File: config.mk
export PLATFORM = sky130hd
export DESIGN_NAME = clock_display_scan
export DESIGN_NICKNAME = d
export VERILOG_FILES = /design/src/rtl/clock_display_scan.sv
export SDC_FILE = /design/constraint.sdc
export NUM_CORES = 1
export LEC_CHECK = 0
export ABC_AREA = 1
export CELL_PAD_IN_SITES_DETAIL_PLACEMENT = 1
export CELL_PAD_IN_SITES_GLOBAL_PLACEMENT = 2
export CORE_UTILIZATION = 30
export CTS_BUF_LIST = sky130_fd_sc_hd__clkbuf_2 sky130_fd_sc_hd__clkbuf_4 sky130_fd_sc_hd__clkbuf_8
export DETAILED_ROUTE_END_ITERATION = 10
export GPL_ROUTABILITY_DRIVEN = 1
export PLACE_DENSITY = 0.86
export SKIP_LAST_GASP = 1
export SLEW_MARGIN = 40
export SYNTH_ARGS = -nofsm -noshare
export SYNTH_HDL_FRONTEND = slang
export SYNTH_SLANG_ARGS = --single-unit
File: constraint.sdc
create_clock -name clk -period 2.2 [get_ports clk]
set_input_delay 0.44 -clock clk [delete_from_list [all_inputs] [get_ports clk]]
set_output_delay 0.44 -clock clk [all_outputs]
set_load 0.01 [all_outputs]
File: src/rtl/clock_display_scan.sv
// Six-digit multiplexed seven-segment scanner for HH:MM:SS with per-frame snapshot and alarm blink.
// Optional: define LEADING_ZERO_BLANK_EN to blank a leading zero on the hours tens digit.
module clock_display_scan #(
  parameter int SCAN_DIV     = 1000,
  parameter int BLINK_FRAMES = 64
) (
  input  logic       clk,
  input  logic       reset,
  input  logic [1:0] hour_in1,
  input  logic [3:0] hour_in0,
  input  logic [3:0] min_in1,
  input  logic [3:0] min_in0,
  input  logic [3:0] sec_in1,
  input  logic [3:0] sec_in0,
  input  logic       alarm_in,
  input  logic       display_en,
  output logic [6:0] seg_n,
  output logic       dp_n,
  output logic [5:0] an_n,
  output logic       frame_tick
);

  localparam int PW = (SCAN_DIV > 1) ? $clog2(SCAN_DIV) : 1;
  localparam int BW = (BLINK_FRAMES > 1) ? $clog2(BLINK_FRAMES) : 1;
  localparam logic [PW-1:0] PRESC_LAST = PW'(SCAN_DIV - 1);
  localparam logic [BW-1:0] BLINK_LAST = BW'(BLINK_FRAMES - 1);

  logic [PW-1:0]     presc, presc_next;
  logic [2:0]        idx, idx_next;
  logic [5:0][3:0]   snap, snap_next;
  logic [BW-1:0]     blink_cnt, blink_cnt_next;
  logic              blink_phase, blink_phase_next;
  logic              slot_tick, frame_start;
  logic [3:0]        digit;
  logic [6:0]        seg_next;
  logic              dp_next;
  logic [5:0]        an_next;

  function automatic logic [6:0] seg_decode(input logic [3:0] value);
    case (value)
      4'd0:    seg_decode = 7'h40;
      4'd1:    seg_decode = 7'h79;
      4'd2:    seg_decode = 7'h24;
      4'd3:    seg_decode = 7'h30;
      4'd4:    seg_decode = 7'h19;
      4'd5:    seg_decode = 7'h12;
      4'd6:    seg_decode = 7'h02;
      4'd7:    seg_decode = 7'h78;
      4'd8:    seg_decode = 7'h00;
      4'd9:    seg_decode = 7'h10;
      default: seg_decode = 7'h3F;
    endcase
  endfunction

  // Outputs are registered from next-state values so they line up with the new index.
  always_comb begin
    slot_tick        = (presc == PRESC_LAST);
    frame_start      = slot_tick && (idx == 3'd5);
    presc_next       = slot_tick ? '0 : presc + PW'(1);
    idx_next         = idx;
    snap_next        = snap;
    blink_cnt_next   = blink_cnt;
    blink_phase_next = blink_phase;

    if (slot_tick)
      idx_next = (idx == 3'd5) ? 3'd0 : idx + 3'd1;
    if (frame_start)
      snap_next = {{2'b00, hour_in1}, hour_in0, min_in1, min_in0, sec_in1, sec_in0};

    if (!alarm_in) begin
      blink_cnt_next   = '0;
      blink_phase_next = 1'b0;
    end else if (frame_start) begin
      if (blink_cnt == BLINK_LAST) begin
        blink_cnt_next   = '0;
        blink_phase_next = ~blink_phase;
      end else begin
        blink_cnt_next = blink_cnt + BW'(1);
      end
    end

    digit    = snap_next[idx_next];
    an_next  = ~(6'b000001 << idx_next);
    seg_next = seg_decode(digit);
    dp_next  = !((idx_next == 3'd2) || (idx_next == 3'd4));

`ifdef LEADING_ZERO_BLANK_EN
    if ((idx_next == 3'd5) && (digit == 4'd0)) begin
      seg_next = 7'h7F;
      dp_next  = 1'b1;
    end
`endif

    if (!display_en) begin
      an_next  = 6'h3F;
      seg_next = 7'h7F;
      dp_next  = 1'b1;
    end else if (blink_phase_next) begin
      seg_next = 7'h7F;
      dp_next  = 1'b1;
    end
  end

  always_ff @(posedge clk or posedge reset) begin
    if (reset) begin
      presc       <= '0;
      idx         <= '0;
      snap        <= '0;
      blink_cnt   <= '0;
      blink_phase <= 1'b0;
      an_n        <= 6'h3F;
      seg_n       <= 7'h7F;
      dp_n        <= 1'b1;
      frame_tick  <= 1'b0;
    end else begin
      presc       <= presc_next;
      idx         <= idx_next;
      snap        <= snap_next;
      blink_cnt   <= blink_cnt_next;
      blink_phase <= blink_phase_next;
      an_n        <= an_next;
      seg_n       <= seg_next;
      dp_n        <= dp_next;
      frame_tick  <= frame_start;
    end
  end

endmodule

Yosys cells after proc, flatten, opt, wreduce, memory -nomap -nowiden
Memory sizes are Yosys's and may differ from the RTL's. Cells that the tools add are included.

Word-level logic and storage cells: 48. Input bits: 26. Register bits after elaboration: 59. Output and inout port bits: 15. Memory bits (read-only): 112. Memories kept: 1.

Memory list: (name not given) (words 16, width 7, rd ports 1, clocked after Yosys merged registers in 0, wr ports 0, line 40) `case (value)`.

Shift-type cells: 1. Bitwise logic cells: 2. Equal/unequal tests: 6. Magnitude comparators: 1. Mux-type cells: 17. Reduce and logical (&&, ||, !) cells: 3. $add $sub $neg: 3.

Operators by type and width (count): two-way mux 24 bit (1); two-way mux 6 bit (4); two-way mux 7 bit (2); binary-select mux 4 bit (select 3 bit) (1); adder 10 x 1 -> 10 bit (second input constant) (1); equality test 10 bit (second input constant) (1); two-way mux 10 bit (1); adder 6 x 1 -> 6 bit (second input constant) (1); equality test 3 bit (second input constant) (2); equality test 6 bit (second input constant) (1); two-way mux 3 bit (2); inverter 6 bit (1); << shifter 1 x 3 -> 6 bit (first input constant) (1); two-way mux 1 bit (5); < comparator 3 x 4 -> 1 bit (second input constant) (1); two-way mux 4 bit (1); adder 3 x 1 -> 3 bit (second input constant) (1); equality test 3 x 2 -> 1 bit (second input constant) (1); inequality test 2 x 1 -> 1 bit (second input constant) (1); logical AND 1 bit (1); logical NOT 1 bit (1); logical OR 1 bit (1); inverter 1 bit (1).

Longest topological paths before layout
Depth after elaboration: 8. Mapped depth: 20.

Worst setup path before layout
No wires, ideal clock.

Kind: register to register. From: reg presc[0]. To: reg seg_n[6]. Path buffers: 1. Arrival: 2146 ps. Data required time: 2121 ps. Period minus slack after synthesis: 2225 ps. Slack: -25 ps. Stages on the path, launching flop included: 16. Library setup time: 79 ps. Cell sequence: dfrtp_1 > ha_1 > nand2_2 > nor2_4 > nand4_1 > buf_2 > o21ai_0 > nor2_1 > nor2_1 > nand2_1 > nand2_1 > inv_1 > ha_1 > nand3b_1 > nand3_1 > nand2_1.

Word-level cells in the longest chain between the ends: 8.

RTL lines: from (decl) (line 28) `logic [PW-1:0] presc, presc_next;`; from (signal assigned) (line 116) `presc <= presc_next;`; equality test 10 bit * (line 57) `slot_tick = (presc == PRESC_LAST);`; logical AND 1 bit (line 58) `frame_start = slot_tick && (idx == 3'd5);`; two-way mux 24 bit (line 67) `if (frame_start)`; binary-select mux 4 bit (select 3 bit) (line 82) `digit = snap_next[idx_next];`; two-way mux 4 bit (not written as such) (line 82); memory read (16 x 7 bit); two-way mux 7 bit * (line 98) `end else if (blink_phase_next) begin`; two-way mux 7 bit * (line 94) `if (!display_en) begin`; named net seg_next[6] (line 35) `logic [6:0] seg_next;`; to (signal assigned) (line 122) `seg_n <= seg_next;`; to (decl) (line 17) `output logic [6:0] seg_n,`.

Mark *: on every way through the listed nets, which the timed path passes. The rest lies on a longest branch. The select of a mux whose other input is x is not followed. A chain may end at the register's enable or synchronous reset.

==> impl_metrics.toml <==
[sta]
hold_viol_final = 0
rsz0062_at_grt = "true"
worstMarginPinSlew_ps = 499
clock_skew_ps = 10.1
timing.final.setup_violations = 7
hold_slack_ps = 443
fmax_mhz = 419
report.final.slew_viol_count = 0
slew-limit-headroom = 0.667
finalCritPeriodShare = 1.09
fin_ws_ps = -188
post-route-min-period_ps = 2390

[critical_path]
worstSetupStartpointType = "register"
cp-end-kind = "register"
crit_required_ps = 2490
crit_arrival_ps = 2680
critPathMaxFanout = 5
path_class = "register to register"

[global_routing]
grt_antenna_before_repair = 0
grt_overflow_total = 0
grt_first_pass_wirelength_um = 15600
grtUsageMet1 = 0.240
grt_use_met3 = 0.0282
grtUsageMet2 = 0.348
grt_max_degree = 22
busiest_layer = "met2"
grt_pass1_vias = 3225
track_usage = 0.197

[route]
drc_errors = 0
avgViaCountPerCell = 4.61
wl_um = 10300
routedWlPerCell_um = 16.2
dr.pass1.iters = 4
ant_nets = 0
vias = 2933
drt-initial-drc-count = 32

[place]
gp_congestion = 0.823
place_ws_ps = -231
place_area_um2 = 4030
portBuffers = 40
dp_hpwl_um = 6650

[run]
drv_cap = 0

[status]
status = "complete, but fails checks"
violations = "setup timing"

[cells_and_area]
multi_input_area_um2 = 1720
final_core_utilization = 0.491
area_growth_syn_to_layout_pct = 57.2
seqCellArea_um2 = 1490
antenna_cells = 0
fillCellCount = 1146
nets = 532
stdcell_area_um2 = 4840
drive_gt1_frac = 0.421

[pwr]
cellLeakagePower_nw = 2.33
irDropWorstVdd_mv = 0.266
total_power_mw = 2.20
powerDensity_nw_per_um2 = 453

[floorplan]
initial_core_util = 0.312
fp.coreArea_um2 = 9860
dieHeight_um = 103
ioPinCount = 41
fp-row-count = 36
die_w_um = 103
die_area_um2 = 10700

[cts]
root_buffer = "clkbuf_8"
cts.sinks = 59
clkSlewWorstSetupHoldPaths_ps = 80
ctsHoldBuffers = 0
worstSkewPairLatency_ps = 350
cts_buffers = 9
cts_tree = "yes"
clockBufferDepth = 2
htree_levels = 3

[yosys]
yosysUniqueCellTypes = 33
synth_edf_count = 0
synthCells = 379
synthFlopType = "dfrtp_1"
netlist_area_um2 = 3080
yosysWarningCount = 0
postSynthNetCount = 413
syn_avg_cell_area_um2 = 8.13
synth-seq-area-share = 0.485
ys_async_sr_fraction = 1.00
synth-seq-cells = 59

[worst_hold_path]
hp-class = "input pin to async pin"
-- cell usage after synthesis, types with 7 or more instances --
library cell  instances  area [um2]
nand2_1             100         375
inv_1                49         184
dfrtp_1              45        1130
nor2_1               40         150
nand3_1              29         145
dfstp_2              14         368
nand2_2              14        87.6
a21oi_1              11        55.1
o21ai_0              11        55.1
ha_1                  8         100
nor2_2                8        50.1
nand4_1               7        43.8
-- stage by stage --
stage                     setup TNS [ps]  cells
after floorplan                        0    379
after global placement              -703    599
after detailed placement           -1170    599
after CTS                           -516    627
after global routing               -1920    636
final                              -1090    636
-- sequential cells by signal, summed over array words and instances (netlist names) --
register	cells
seg_n	7
idx	3
an_n	6
snap	24
blink_cnt	6
presc	10
frame_tick	1
dp_n	1
blink_phase	1
-- critical path, cell delays in order (launching register included) --
cell	delay, ps
dfrtp_1	410
ha_4	170
nand2_4	70
buf_6	130
nor2_8	110
nand3_4	150
buf_12	190
nand2_1	50
nand2_1	80
nand2_2	110
inv_1	60
nor2_2	120
nand2_2	80
nand2_4	120
ha_4	210
nand3_2	100
nand3_2	80
nand3_1	80
-- power by group --
part / total [mW] / switching [mW] / internal, mW
logic: 0.105 / 0.0507 / 0.0547
registers: 1.09 / 0.00191 / 1.09
clock network: 0.998 / 0.479 / 0.518
total: 2.20 / 0.532 / 1.66
-- path summary, 6_finish.rpt --
kind | startpoint | endpoint | slack (ps) | depth (start not counted)
min reg2reg | snap[15]$_DFF_PP0_ | snap[15]$_DFF_PP0_ | 490 | 2
min | reset | snap[11]$_DFF_PP0_ | 440 | 2
max reg2reg | presc[0]$_DFF_PP0_ | seg_n[3]$_DFF_PP1_ | -190 | 17
max | presc[0]$_DFF_PP0_ | seg_n[3]$_DFF_PP1_ | -190 | 17
max in group asynchronous | reset | snap[5]$_DFF_PP0_ | 1260 | 3
min in group clk | snap[15]$_DFF_PP0_ | snap[15]$_DFF_PP0_ | 490 | 2
-- per-layer routing --
metal  vias up  share of wire
li1       1431              -
met1      1447           0.43
met2        40           0.53
met3        15          0.027
met4         0          0.017
met5         -              0
-- timing repair --
| item | 4_1_cts | 5_1_grt |
|---|---|---|
| endpoints found under the setup margin | 7 | 7 |
| cloned | 1 | 0 |
| setup buffers | 13 | 10 |
| pin swaps | 25 | 32 |
| resized for setup | 48 | 65 |
-- cell usage in the layout (no fill, tap or decap), drive strengths merged, types with 2 or more instances in the layout --
master	n
nand3	32
nor3	6
dfrtp	45
o21ai	17
nor4	2
buf	72
nand4	7
dfstp	14
ha	8
clkinv	5
clkbuf	9
inv	55
nor2	52
a21oi	11
clkdlybuf4s50	40
clkinvlp	2
nand2	117
-- cell families after synthesis --
group / after synthesis / share of synthesized area
AOI/OAI and AO/OA: 31 / 0.0552
xor gates and xnor gates: 2 / 0.00569
adders and majority gates: 8 / 0.0325
buffers and inverters: 60 / 0.0812
DFF: 59 / 0.485
and+or+nand+nor: 219 / 0.340
-- area by class of cell --
type / count / area share
multi-input cells: 260 / 0.355
repair buffers: 112 / 0.216
well taps: 133 / 0.0344
clock inverters: 7 / 0.0142
flip-flops and latches: 59 / 0.309
clock buffers: 9 / 0.0256
inverters: 56 / 0.0463
Note: power is estimated with default switching activity, not from simulation.
